<file path="src/rtl/lcd_pkg.sv">
// Shared constants, state encodings and helpers for the character LCD driver.
package lcd_pkg;

  // HD44780 command bytes
  localparam logic [7:0] FUNC_SET = 8'h38;  // 8-bit bus, 2 lines, 5x8 font
  localparam logic [7:0] DISP_ON  = 8'h0C;  // display on, cursor off
  localparam logic [7:0] ENTRY    = 8'h06;  // increment, no shift
  localparam logic [7:0] CLEAR    = 8'h01;  // clear display (slow)
  localparam logic [7:0] SET_CG   = 8'h40;  // CGRAM address base
  localparam logic [7:0] SET_DD   = 8'h80;  // DDRAM address base

  // Main sequencer states
  typedef enum logic [2:0] {
    ST_INIT    = 3'd0,
    ST_SCAN    = 3'd1,
    ST_CG_ADDR = 3'd2,
    ST_CG_DATA = 3'd3,
    ST_DD_ADDR = 3'd4,
    ST_DD_DATA = 3'd5
  } lcd_state_e;

  // Byte transmitter states
  typedef enum logic [1:0] {
    TX_IDLE = 2'd0,
    TX_HIGH = 2'd1,
    TX_LOW  = 2'd2,
    TX_WAIT = 2'd3
  } tx_state_e;

  // DDRAM address of column 0 for a given display row
  function automatic logic [6:0] row_base(input logic [1:0] row, input int unsigned cols);
    logic [6:0] c;
    c = 7'(cols);
    case (row)
      2'd0:    return 7'h00;
      2'd1:    return 7'h40;
      2'd2:    return c;
      default: return 7'h40 + c;
    endcase
  endfunction

  // Power-up command sequence, in transmit order
  function automatic logic [7:0] init_cmd(input logic [1:0] idx);
    case (idx)
      2'd0:    return FUNC_SET;
      2'd1:    return DISP_ON;
      2'd2:    return ENTRY;
      default: return CLEAR;
    endcase
  endfunction

endpackage

</file>
<file path="src/rtl/lcd_byte_tx.sv">
// Single-byte LCD bus transmitter: holds rs/data for the whole transaction,
// pulses lcd_en high for STEP_CYCLES then low for STEP_CYCLES, and optionally
// adds CLR_CYCLES of settle time (used after the clear-display command).
// Handshake: start_i is only honoured while busy_o is low; done_o pulses for
// one cycle when the transaction, including any long wait, has finished.
module lcd_byte_tx
  import lcd_pkg::*;
#(
  parameter int STEP_CYCLES = 3000,
  parameter int CLR_CYCLES  = 150000
) (
  input  logic       clk,
  input  logic       reset,
  input  logic       start_i,
  input  logic       rs_i,
  input  logic [7:0] byte_i,
  input  logic       long_wait_i,
  output logic       busy_o,
  output logic       done_o,
  output logic       lcd_en_o,
  output logic       lcd_rs_o,
  output logic [7:0] lcd_dat_o
);

  localparam int CNT_MAX = (CLR_CYCLES > STEP_CYCLES) ? CLR_CYCLES : STEP_CYCLES;
  localparam int CW      = $clog2(CNT_MAX + 1);
  localparam logic [CW-1:0] STEP_LAST = CW'(STEP_CYCLES - 1);
  localparam logic [CW-1:0] CLR_LAST  = CW'(CLR_CYCLES - 1);

  tx_state_e   state_q;
  logic [CW-1:0] cnt_q;
  logic        long_q;
  logic        en_q;
  logic        rs_q;
  logic [7:0]  dat_q;
  logic        done_q;

  // Phase sequencer: latch byte at start, time the enable pulse and settle gap
  always_ff @(posedge clk) begin
    if (reset) begin
      state_q <= TX_IDLE;
      cnt_q   <= '0;
      long_q  <= 1'b0;
      en_q    <= 1'b0;
      rs_q    <= 1'b0;
      dat_q   <= 8'h00;
      done_q  <= 1'b0;
    end else begin
      done_q <= 1'b0;
      case (state_q)
        TX_IDLE: begin
          if (start_i) begin
            rs_q    <= rs_i;
            dat_q   <= byte_i;
            long_q  <= long_wait_i;
            en_q    <= 1'b1;
            cnt_q   <= STEP_LAST;
            state_q <= TX_HIGH;
          end
        end
        TX_HIGH: begin
          if (cnt_q == '0) begin
            en_q    <= 1'b0;
            cnt_q   <= STEP_LAST;
            state_q <= TX_LOW;
          end else begin
            cnt_q <= cnt_q - CW'(1);
          end
        end
        TX_LOW: begin
          if (cnt_q == '0) begin
            if (long_q) begin
              cnt_q   <= CLR_LAST;
              state_q <= TX_WAIT;
            end else begin
              done_q  <= 1'b1;
              state_q <= TX_IDLE;
            end
          end else begin
            cnt_q <= cnt_q - CW'(1);
          end
        end
        TX_WAIT: begin
          if (cnt_q == '0) begin
            done_q  <= 1'b1;
            state_q <= TX_IDLE;
          end else begin
            cnt_q <= cnt_q - CW'(1);
          end
        end
        default: state_q <= TX_IDLE;
      endcase
    end
  end

  assign busy_o    = (state_q != TX_IDLE);
  assign done_o    = done_q;
  assign lcd_en_o  = en_q;
  assign lcd_rs_o  = rs_q;
  assign lcd_dat_o = dat_q;

endmodule

</file>
<file path="src/rtl/lcd_char_driver.sv">
// Character LCD driver: framebuffer + CGRAM shadow with per-entry dirty bits.
// Only dirty glyphs (first) and dirty cells are pushed to the panel; a tracked
// DDRAM cursor lets runs of adjacent cells on one row skip the address command.
module lcd_char_driver
  import lcd_pkg::*;
#(
  parameter int         ROWS        = 4,
  parameter int         COLS        = 20,
  parameter int         STEP_CYCLES = 3000,
  parameter int         CLR_CYCLES  = 150000,
  parameter logic [7:0] FILL_CHAR   = 8'h20,
  localparam int        CELLS       = ROWS * COLS,
  localparam int        AW          = $clog2(CELLS)
) (
  input  logic          clk,
  input  logic          reset,
  input  logic          wr_en,
  input  logic [AW-1:0] wr_addr,
  input  logic [7:0]    wr_data,
  input  logic          cg_wr_en,
  input  logic [5:0]    cg_addr,
  input  logic [4:0]    cg_data,
  output logic          init_done,
  output logic          idle,
  output logic          lcd_rs,
  output logic          lcd_rw,
  output logic          lcd_en,
  output logic [7:0]    lcd_dat,
  output logic [2:0]    dbg_state_o
);

  // Buffers and dirty tracking
  logic [7:0]       fb_q [CELLS];
  logic [4:0]       cg_q [64];
  logic [CELLS-1:0] cell_dirty_q;
  logic [7:0]       glyph_dirty_q;

  // Sequencer registers
  lcd_state_e    state_q;
  logic [1:0]    init_idx_q;
  logic          pend_q;       // a byte has been issued and its done is awaited
  logic          tx_start_q;
  logic          tx_rs_q;
  logic [7:0]    tx_byte_q;
  logic          tx_long_q;
  logic [2:0]    glyph_q;
  logic [2:0]    row_q;
  logic [AW-1:0] cell_q;
  logic [6:0]    addr_q;
  logic [6:0]    cur_q;        // where the panel's DDRAM cursor currently points
  logic          cur_valid_q;
  logic          init_done_q;
  logic          idle_q;
  logic          idle_d;

  // Transmitter interface
  logic tx_busy;
  logic tx_done;

  // Scan results
  logic          wr_ok;
  logic          cg_any;
  logic [2:0]    cg_first;
  logic          dd_any;
  logic [AW-1:0] dd_first;
  logic [1:0]    tgt_row;
  logic [6:0]    tgt_col;
  logic [6:0]    tgt_addr;

  assign wr_ok = wr_en && (32'(wr_addr) < CELLS);

  // Upstream write port into the shadow buffers
  always_ff @(posedge clk) begin
    if (reset) begin
      for (int i = 0; i < CELLS; i++) fb_q[i] <= FILL_CHAR;
      for (int i = 0; i < 64; i++) cg_q[i] <= 5'd0;
    end else begin
      if (wr_ok) fb_q[wr_addr] <= wr_data;
      if (cg_wr_en) cg_q[cg_addr] <= cg_data;
    end
  end

  // Lowest-index dirty glyph and cell, plus the DDRAM address of that cell
  always_comb begin
    cg_any   = |glyph_dirty_q;
    cg_first = 3'd0;
    for (int i = 7; i >= 0; i--) begin
      if (glyph_dirty_q[i]) cg_first = 3'(i);
    end
    dd_any   = |cell_dirty_q;
    dd_first = '0;
    for (int i = CELLS - 1; i >= 0; i--) begin
      if (cell_dirty_q[i]) dd_first = AW'(i);
    end
    tgt_row  = 2'(32'(dd_first) / COLS);
    tgt_col  = 7'(32'(dd_first) % COLS);
    tgt_addr = row_base(tgt_row, COLS) + tgt_col;
  end

  // Idle only when fully drained and no write arrived this cycle
  always_comb begin
    idle_d = init_done_q && (state_q == ST_SCAN) && !cg_any && !dd_any &&
             !tx_busy && !pend_q && !tx_start_q && !wr_ok && !cg_wr_en;
  end

  // Main sequencer: init, scan for dirty entries, emit command/data bytes
  always_ff @(posedge clk) begin
    if (reset) begin
      state_q       <= ST_INIT;
      init_idx_q    <= 2'd0;
      pend_q        <= 1'b0;
      tx_start_q    <= 1'b0;
      tx_rs_q       <= 1'b0;
      tx_byte_q     <= 8'h00;
      tx_long_q     <= 1'b0;
      glyph_q       <= 3'd0;
      row_q         <= 3'd0;
      cell_q        <= '0;
      addr_q        <= 7'd0;
      cur_q         <= 7'd0;
      cur_valid_q   <= 1'b0;
      init_done_q   <= 1'b0;
      idle_q        <= 1'b0;
      cell_dirty_q  <= '1;
      glyph_dirty_q <= '1;
    end else begin
      tx_start_q <= 1'b0;
      idle_q     <= idle_d;
      case (state_q)
        ST_INIT: begin
          if (!pend_q) begin
            pend_q     <= 1'b1;
            tx_start_q <= 1'b1;
            tx_rs_q    <= 1'b0;
            tx_byte_q  <= init_cmd(init_idx_q);
            tx_long_q  <= (init_idx_q == 2'd3);
          end else if (tx_done) begin
            pend_q <= 1'b0;
            if (init_idx_q == 2'd3) begin
              init_done_q <= 1'b1;
              state_q     <= ST_SCAN;
            end else begin
              init_idx_q <= init_idx_q + 2'd1;
            end
          end
        end
        ST_SCAN: begin
          if (cg_any) begin
            glyph_q <= cg_first;
            state_q <= ST_CG_ADDR;
          end else if (dd_any) begin
            cell_q <= dd_first;
            addr_q <= tgt_addr;
            // Column 0 always re-addresses: the panel cursor does not wrap rows
            if (cur_valid_q && (cur_q == tgt_addr) && (tgt_col != 7'd0)) begin
              state_q <= ST_DD_DATA;
            end else begin
              state_q <= ST_DD_ADDR;
            end
          end
        end
        ST_CG_ADDR: begin
          if (!pend_q) begin
            pend_q     <= 1'b1;
            tx_start_q <= 1'b1;
            tx_rs_q    <= 1'b0;
            tx_byte_q  <= SET_CG | {2'b00, glyph_q, 3'b000};
            tx_long_q  <= 1'b0;
          end else if (tx_done) begin
            pend_q  <= 1'b0;
            row_q   <= 3'd0;
            state_q <= ST_CG_DATA;
          end
        end
        ST_CG_DATA: begin
          if (!pend_q) begin
            pend_q     <= 1'b1;
            tx_start_q <= 1'b1;
            tx_rs_q    <= 1'b1;
            tx_byte_q  <= {3'b000, cg_q[{glyph_q, row_q}]};
            tx_long_q  <= 1'b0;
            if (row_q == 3'd0) glyph_dirty_q[glyph_q] <= 1'b0;
          end else if (tx_done) begin
            pend_q <= 1'b0;
            if (row_q == 3'd7) begin
              cur_valid_q <= 1'b0;
              state_q     <= ST_SCAN;
            end else begin
              row_q <= row_q + 3'd1;
            end
          end
        end
        ST_DD_ADDR: begin
          if (!pend_q) begin
            pend_q     <= 1'b1;
            tx_start_q <= 1'b1;
            tx_rs_q    <= 1'b0;
            tx_byte_q  <= SET_DD | {1'b0, addr_q};
            tx_long_q  <= 1'b0;
          end else if (tx_done) begin
            pend_q      <= 1'b0;
            cur_q       <= addr_q;
            cur_valid_q <= 1'b1;
            state_q     <= ST_DD_DATA;
          end
        end
        ST_DD_DATA: begin
          if (!pend_q) begin
            pend_q               <= 1'b1;
            tx_start_q           <= 1'b1;
            tx_rs_q              <= 1'b1;
            tx_byte_q            <= fb_q[cell_q];
            tx_long_q            <= 1'b0;
            cell_dirty_q[cell_q] <= 1'b0;
          end else if (tx_done) begin
            pend_q  <= 1'b0;
            cur_q   <= cur_q + 7'd1;
            state_q <= ST_SCAN;
          end
        end
        default: state_q <= ST_INIT;
      endcase
      // Writes land after the sequencer's clears so a same-cycle write re-dirties
      if (wr_ok) cell_dirty_q[wr_addr] <= 1'b1;
      if (cg_wr_en) glyph_dirty_q[cg_addr[5:3]] <= 1'b1;
    end
  end

  lcd_byte_tx #(
    .STEP_CYCLES(STEP_CYCLES),
    .CLR_CYCLES (CLR_CYCLES)
  ) u_tx (
    .clk        (clk),
    .reset      (reset),
    .start_i    (tx_start_q),
    .rs_i       (tx_rs_q),
    .byte_i     (tx_byte_q),
    .long_wait_i(tx_long_q),
    .busy_o     (tx_busy),
    .done_o     (tx_done),
    .lcd_en_o   (lcd_en),
    .lcd_rs_o   (lcd_rs),
    .lcd_dat_o  (lcd_dat)
  );

  assign init_done   = init_done_q;
  assign idle        = idle_q;
  assign lcd_rw      = 1'b0;
  assign dbg_state_o = state_q;

endmodule

</file>
<file path="config.mk">
export PLATFORM = sky130hd
export DESIGN_NAME = lcd_char_driver
export DESIGN_NICKNAME = d
export VERILOG_FILES = /design/src/rtl/lcd_pkg.sv /design/src/rtl/lcd_byte_tx.sv /design/src/rtl/lcd_char_driver.sv
export SDC_FILE = /design/constraint.sdc
export NUM_CORES = 2
export LEC_CHECK = 0
export CELL_PAD_IN_SITES_DETAIL_PLACEMENT = 2
export CELL_PAD_IN_SITES_GLOBAL_PLACEMENT = 2
export CORE_AREA = 4 4 393 395
export DETAILED_ROUTE_END_ITERATION = 8
export DIE_AREA = 0 0 397 399
export PLACE_DENSITY = 0.79
export SYNTH_ARGS = -nofsm -noshare
export SYNTH_HDL_FRONTEND = slang
export SYNTH_SLANG_ARGS = --single-unit
</file>
<file path="constraint.sdc">
create_clock -name clk -period 5.2 [get_ports clk]
set_input_delay 1.3 -clock clk [delete_from_list [all_inputs] [get_ports clk]]
set_output_delay 1.3 -clock clk [all_outputs]
set_load 0.02 [all_outputs]
</file>
**Word-level counts from Yosys, hierarchy flattened**

Memories as Yosys holds them, arrays and structs flattened. A register that Yosys moved wholly into a read port is not among the register bits.
Cells that the tools add are included.

- Add/subtract/negate cells: 5
- Multipliers: 0
- Divide/modulo/power cells: 2
- Magnitude comparators: 9
- Equal/unequal tests: 43
- Shifts and indexed selects: 0
- Multiplexer cells: 189
- Bitwise logic cells: 9
- Reduce and logical (&&, ||, !) cells: 61

Operator list:

| operator | number |
|---|---|
| $mux W7 | 87 |
| $mux W80 | 4 |
| $mux W18 | 5 |
| $mux W8 | 11 |
| $mux W3 | 27 |
| $and A80 B80 Y80 | 1 |
| $not A80 Y80 | 1 |
| $or A80 B80 Y80 | 1 |
| $reduce_or A80 Y1 | 1 |
| $pmux W18 S4 | 1 |
| $pmux W8 S5 | 1 |
| $ne A2 B2 Y1 const B | 18 |
| $div A7 B5 Y32 const B | 1 |
| $mod A7 B5 Y32 const B | 1 |
| $mux W1 | 31 |
| $pmux W7 S3 | 1 |
| $logic_not A18 Y1 | 1 |
| $pmux W3 S6 | 1 |
| $pmux W6 S3 | 1 |
| $reduce_and A6 Y1 | 3 |
| $sub A18 B1 Y18 const B | 1 |
| $lt A7 B8 Y1 const B | 2 |
| $ne A2 B1 Y1 const B | 8 |
| $reduce_or A8 Y1 | 2 |
| other kinds (45) | 107 |

- Bits in registers: 167
- Latch bits: 0
- Bits in writable memories: 960
- ROM bits: 0
- Bits of input ports: 30
- Output and inout port bits: 16
- Memories kept: 2

Memory list:

| memory | depth | width | rd ports | clocked after memory_dff | wr ports | RTL line | RTL |
|---|---|---|---|---|---|---|---|
| fb_q | 80 | 8 | 1 | 1 | 80 | lcd_char_driver.sv:33 | `logic [7:0] fb_q [CELLS];` |
| cg_q | 64 | 5 | 1 | 0 | 64 | lcd_char_driver.sv:34 | `logic [4:0] cg_q [64];` |

**Longest topological paths before layout**

- Depth after elaboration: 91
- Mapped depth: 22
- Depth with buffers taken out: 21

**Cells and area by module**

From an unflattened synthesis, not the netlist that was laid out.

- Cells, all modules: 4435
- Area total of the unflattened synthesis: 68125.3 µm²

Modules (own cells, without submodules):

| module | instances | cells each | area each (µm²) | seq. area each (µm²) |
|---|---|---|---|---|
| lcd_char_driver | 1 | 4234 | 66463.7 | 43161.4 |
| lcd_byte_tx | 1 | 201 | 1661.6 | 640.6 |

**Worst setup path after synthesis**

OpenSTA, ideal clock, no wires.

- Path type: register to register
- From: register cell_dirty_q[71]
- To: register state_q[0] (netlist: dbg_state_o[0])
- Library setup time: 0.059 ns
- Arrival time: 4.498 ns
- Data required time: 5.141 ns
- Path slack: 0.642 ns
- Stages on the path, launching flop included: 20
- Path buffers: 0
- Cells stage by stage: dfxtp_1 or4_1 a311o_1 a2111oi_2 or2_1 nand2_1 inv_1 ha_1 o21ai_0 o21ba_2 o31ai_2 o2111a_1 a221oi_1 a21oi_1 ha_1 xor2_1 a2111oi_0 nand4_1 nor4_1 a41o_1

- Longest elaborated chain between the ends: 83
- Elaborated cells between the ends (all ways): 90

Ends and longest elaborated chain:

| element | RTL line | RTL |
|---|---|---|
| start, declared | lcd_char_driver.sv:35 | `logic [CELLS-1:0] cell_dirty_q;` |
| start signal, assigned | lcd_char_driver.sv:124 | `cell_dirty_q <= '1;` |
| start signal, assigned by index | lcd_char_driver.sv:214 | `cell_dirty_q[cell_q] <= 1'b0;` |
| start signal, assigned by index | lcd_char_driver.sv:224 | `if (wr_ok) cell_dirty_q[wr_addr] <= 1'b1;` |
| $mux W7 * (72 in a row) | lcd_char_driver.sv:93 | `if (cell_dirty_q[i]) dd_first = AW'(i);` |
| $div A7 B5 Y32 | lcd_char_driver.sv:95 | `tgt_row = 2'(32'(dd_first) / COLS);` |
| $eq A2 B2 Y1, or another cell as far along | lcd_pkg.sv:34 | `case (row)` |
| $pmux W7 S3 | lcd_pkg.sv:34 |  |
| $add A7 B7 Y7 * | lcd_char_driver.sv:97 | `tgt_addr = row_base(tgt_row, COLS) + tgt_col;` |
| via tgt_addr[3] | lcd_char_driver.sv:68 | `logic [6:0] tgt_addr;` |
| $eq A7 B7 Y1 * | lcd_char_driver.sv:155 | `if (cur_valid_q && (cur_q == tgt_addr) && (tgt_col != 7'd0)) begin` |
| $logic_and A1 B1 Y1 * (2 in a row) | lcd_char_driver.sv:155 |  |
| $mux W1 * | lcd_char_driver.sv:155 |  |
| $mux W3 * | lcd_char_driver.sv:151 | `end else if (dd_any) begin` |
| $mux W3 * | lcd_char_driver.sv:148 | `if (cg_any) begin` |
| $pmux W3 S6 * | lcd_char_driver.sv:129 | `case (state_q)` |
| end signal, assigned | lcd_char_driver.sv:150 | `state_q <= ST_CG_ADDR;` |
| end signal, assigned | lcd_char_driver.sv:156 | `state_q <= ST_DD_DATA;` |
| end signal, assigned | lcd_char_driver.sv:158 | `state_q <= ST_DD_ADDR;` |
| end, declared | lcd_char_driver.sv:39 | `lcd_state_e state_q;` |

The timed path passes the listed nets; every way through them passes the cells marked *. The select of a mux whose other input is x is not followed.
A chain may end at the register's enable or synchronous reset.

**Worst setup path in the final report**

Same ends and word-level chain as after synthesis.

==> run summary <==
FILL cells: 13700
CP dominant cell by count: ha_2
Total GRT Usage: 26.5%
Period minus WS final: 4.97 ns
Slew @ Worst Pin: 1.31 ns
Peak VDD IR: 0.289 mV
Max-cap violations: 0
R2R Path Start: cell_dirty_q[71]
Detailed Place HPWL: 138 mm
WL/cell: 30.1 um
root buf cell: clkbuf_16
GRT met1 Usage: 34.1%
global-route wire length before repair: 311 mm
Hold Path Depth: 2
Antenna Nets Post-Route: 0
WHS Endpoint: u_tx.lcd_dat_o[6]
# diodes: 0
area leader, netlist: edfxtp_1
number of global-route vias before repair: 44800
Layout Nets: 4869
drt drc: 0
slowest cell delay on critical path: 0.58 ns
Crit path arrival time: 5.71 ns
Final TNS setup: 0 ns
Slew Limit Fails: 0
Die Y: 399 um
area added between synthesis and finish: 14.3%
# port buffers: 44
Worst Setup End Kind: flip-flop
Final Setup Violations: 0
Pre-antenna DRT Iters: 5
RR Endpoint: dbg_state_o[0]
row count: 143
CP top delay family: compound AO/OA/AOI/OAI gates
I/O pins: 46
Synthesis Warnings: 0
status: completed
largest net degree at the start of global routing: 109
wirelength, routed: 211 mm
Sequential Power Share: 52.2%
sequential area share after synthesis: 64.7%
met3 usage: 3.87%
Placeable Area: 151000 um^2
crit-path cells: or4_4, a311o_1, a2111oi_4, or2_1, nand2_1, inv_1, ha_2, o21ai_0, o21ba_2, o31ai_4, or2_2, mux2i_1, ha_2, ha_1, xor2_1, a2111oi_2, nand4_1, nor4_2, a41o_1
worst path required time: 5.94 ns
Hold Fails Final Rpt: 0
routability congestion estimate: 0.865
Hold Slack: 0.455 ns
total gr overflow: 0
full die area: 158000 um^2
Hold WC Path Type: flip-flop to flip-flop
Period Utilization, post-route: 95.5%
top cells by area, synth: edfxtp_1, mux4_2, and2_1, dfxtp_1, and3_1
Rel. slew slack: 12.3%
Gate Count Post-Synth: 4430
grt peak-use layer: met2
CTS tree: done
cell count of the worst reg-to-reg path: 19
total CTS buffers: 166
layout cells sized above 1: 19.3%
clock power share: 42.6%
die width: 397 um
RSZ-0062 raised after global routing: no
Leak Pwr: 0.0269 uW
R2R setup slack: 0.23 ns
clk sinks: 1516
combinational cell fraction of total power: 5.1%
switch share: 23.1%
CTS HTree Levels: 4
Slowest-stage cell, CP: or4_4
Post-synth EDFFs: 1344
effective utilization at floorplan: 44.7%
critical path fanouts, max: 8
Worst Hold Launch: u_tx.lcd_dat_o[6]
Power Density: 352 nW/um^2
Avg Cell Area, Syn: 15.3 um^2
Yosys reg bits: 1516
Longest Clk Path Bufs: 3
DR iter-0 viols: 3762
initial antenna violation count: 5
area share of the largest cell type after synthesis: 59.7%
Synth Flop Type: edfxtp_1
NetSw: 6280 uW
met2 Usage GRT: 46.4%
setup skew after layout: 0.0324 ns
Vias: 41000
ys async rst share: 0%
Distinct cells, synth: 71
Buffers & Inverters on Critical Path: 1
Worst-Skew Late Latency: 0.80 ns
vias per cell: 5.86
clk slew on worst S/H paths: 0.06 ns
WS Path Type: flip-flop to flip-flop
FMAX: 0.201 GHz
CP Launch Type: flip-flop
Synth Cell Area: 67700 um^2
Cell Int Power: 21000 uW
## power groups by stage
stage,Sequential [uW],Combinational [uW],Clock (uW)
floorplan,14300,837,0
global placement,14400,1300,0
detailed placement,14500,1370,0
CTS,14200,1380,11800
global route,14300,1490,12400
finish,14200,1400,11600
## worst min-delay path, cell delays in order (launching register included)
cell and delay, ns:
dfxtp_1 0.30, nand2_1 0.05, a21oi_1 0.05
## how the worst max path moves through the flow
stage                                start  cells after the start             end  slack, ns
after floorplan           cell_dirty_q[71]                     19  dbg_state_o[0]       0.64
after global placement    cell_dirty_q[71]                     19  dbg_state_o[0]      -0.01
after detailed placement  cell_dirty_q[71]                     19  dbg_state_o[0]      -0.19
after CTS                 cell_dirty_q[71]                     19  dbg_state_o[0]      0.005
after global routing      cell_dirty_q[71]                     19  dbg_state_o[0]       0.01
final                     cell_dirty_q[71]                     19  dbg_state_o[0]       0.23
## final cells by class
class                   count  area (um^2)  area share [%]
repair buffers            178         1610            2.08
clock inverters            71          672           0.869
multi-input cells        2932        24000            31.0
well taps                2030         2540            3.28
flip-flops and latches   1516        43800            56.7
inverters                  32          120           0.155
clock buffers             231         4570            5.91
## flip-flops by register name, summed over array words and instances, names as in the netlist, 2 cells and up, named ones only
signal          cells
cg_q              320
cur_q               7
fb_q             1024
glyph_dirty_q       8
row_q               3
u_tx.cnt_q         18
dbg_state_o         3
glyph_q             3
tx_byte_q           8
cell_dirty_q       80
cell_q              7
u_tx.lcd_dat_o      8
u_tx.state_q        2
init_idx_q          2
addr_q              5
## repair_timing
action                                  4_1_cts  5_1_grt
endpoints found under the setup margin        1        2
hold buffers                                  0        0
pin swaps                                     0        3
setup buffers                                 0        5
gates resized for setup                       5        9
## synth_stat cells (4+ instances only)
cell type  count
nor3b_1        4
xnor2_1       18
or2_2        101
nor2_1       214
a31oi_1        6
edfxtp_1    1344
a221o_1        9
and2_1       647
buf_1         57
or4_1         14
nand2b_1      92
or3_1         88
nand4_1       11
o21a_1         8
dfxtp_1      172
nand3b_1       8
and3_1       245
ha_1          13
o22ai_1        5
clkbuf_1     270
nor4_1        34
nand2_1      123
a211oi_1      16
o21bai_1       4
nand3_1       31
nor3_1        55
xor2_1         4
a21oi_1       88
o21ai_0      112
o31ai_1        7
inv_1         32
a2111oi_0      4
mux2i_1       11
a22oi_1        5
mux4_2       441
nor2b_1       27
o211ai_1       5
a21o_1        52
## kinds of logic (layout without fill, tap and decap cells)
kind of cell             count (synthesis)  count (layout)  share of synthesized area (%)
AND/OR/NAND/NOR                       1708            1708                           14.5
other                                    1             385                        0.00554
buffers and inverters                  366             512                           2.07
flip-flops                            1516            1516                           64.7
XOR/XNOR                                23              23                          0.309
multiplexers                           455             455                           14.9
AO/OA/AOI/OAI                          348             348                           3.23
adder cells (fa/ha/maj)                 13              13                          0.240
## placed cells by master, fill, tap and decap left out, drive strengths merged, types with 6 or more instances in the layout
cell and n:
mux4 441, dfxtp 172, o21a 8, conb 385, buf 147, or4 16, or2 102, clkbuf 232
nand3b 8, nor4 34, ha 13, nor3 55, xnor2 18, inv 40, and3 245, nor2b 27
a21o 52, or3 88, edfxtp 1344, nor2 214, clkdlybuf4s50 30, a211oi 18, nand4 11, a31oi 6
clkinv 53, bufinv 8, nand2b 92, o21ai 115, mux2i 12, nand2 123, and2 649, a21oi 88
o31ai 9, nand3 32, a221o 9
## stage by stage
step / area [um^2] / cells / setup slack (ns) / utilization, % / power (uW)
6_report: 77300 / 6990 / 0.232 / 51.2 / 27200
3_5_place_dp: 72000 / 6683 / -0.187 / 47.6 / 15900
4_1_cts: 77300 / 6985 / 0.00524 / 51.1 / 27400
3_3_place_gp: 72000 / 6683 / -0.0133 / 47.6 / 15700
5_1_grt: 77300 / 6990 / 0.0127 / 51.2 / 28100
2_1_floorplan: 69100 / 4814 / 0.642 / - / 15100
## routing by layer
metal	up-vias	part of all wire, %
li1	17300	-
met1	21900	40
met2	1359	51
met3	390	5.3
met4	4	3.3
met5	-	0.012
No activity file was read; power rests on OpenSTA's default activity.
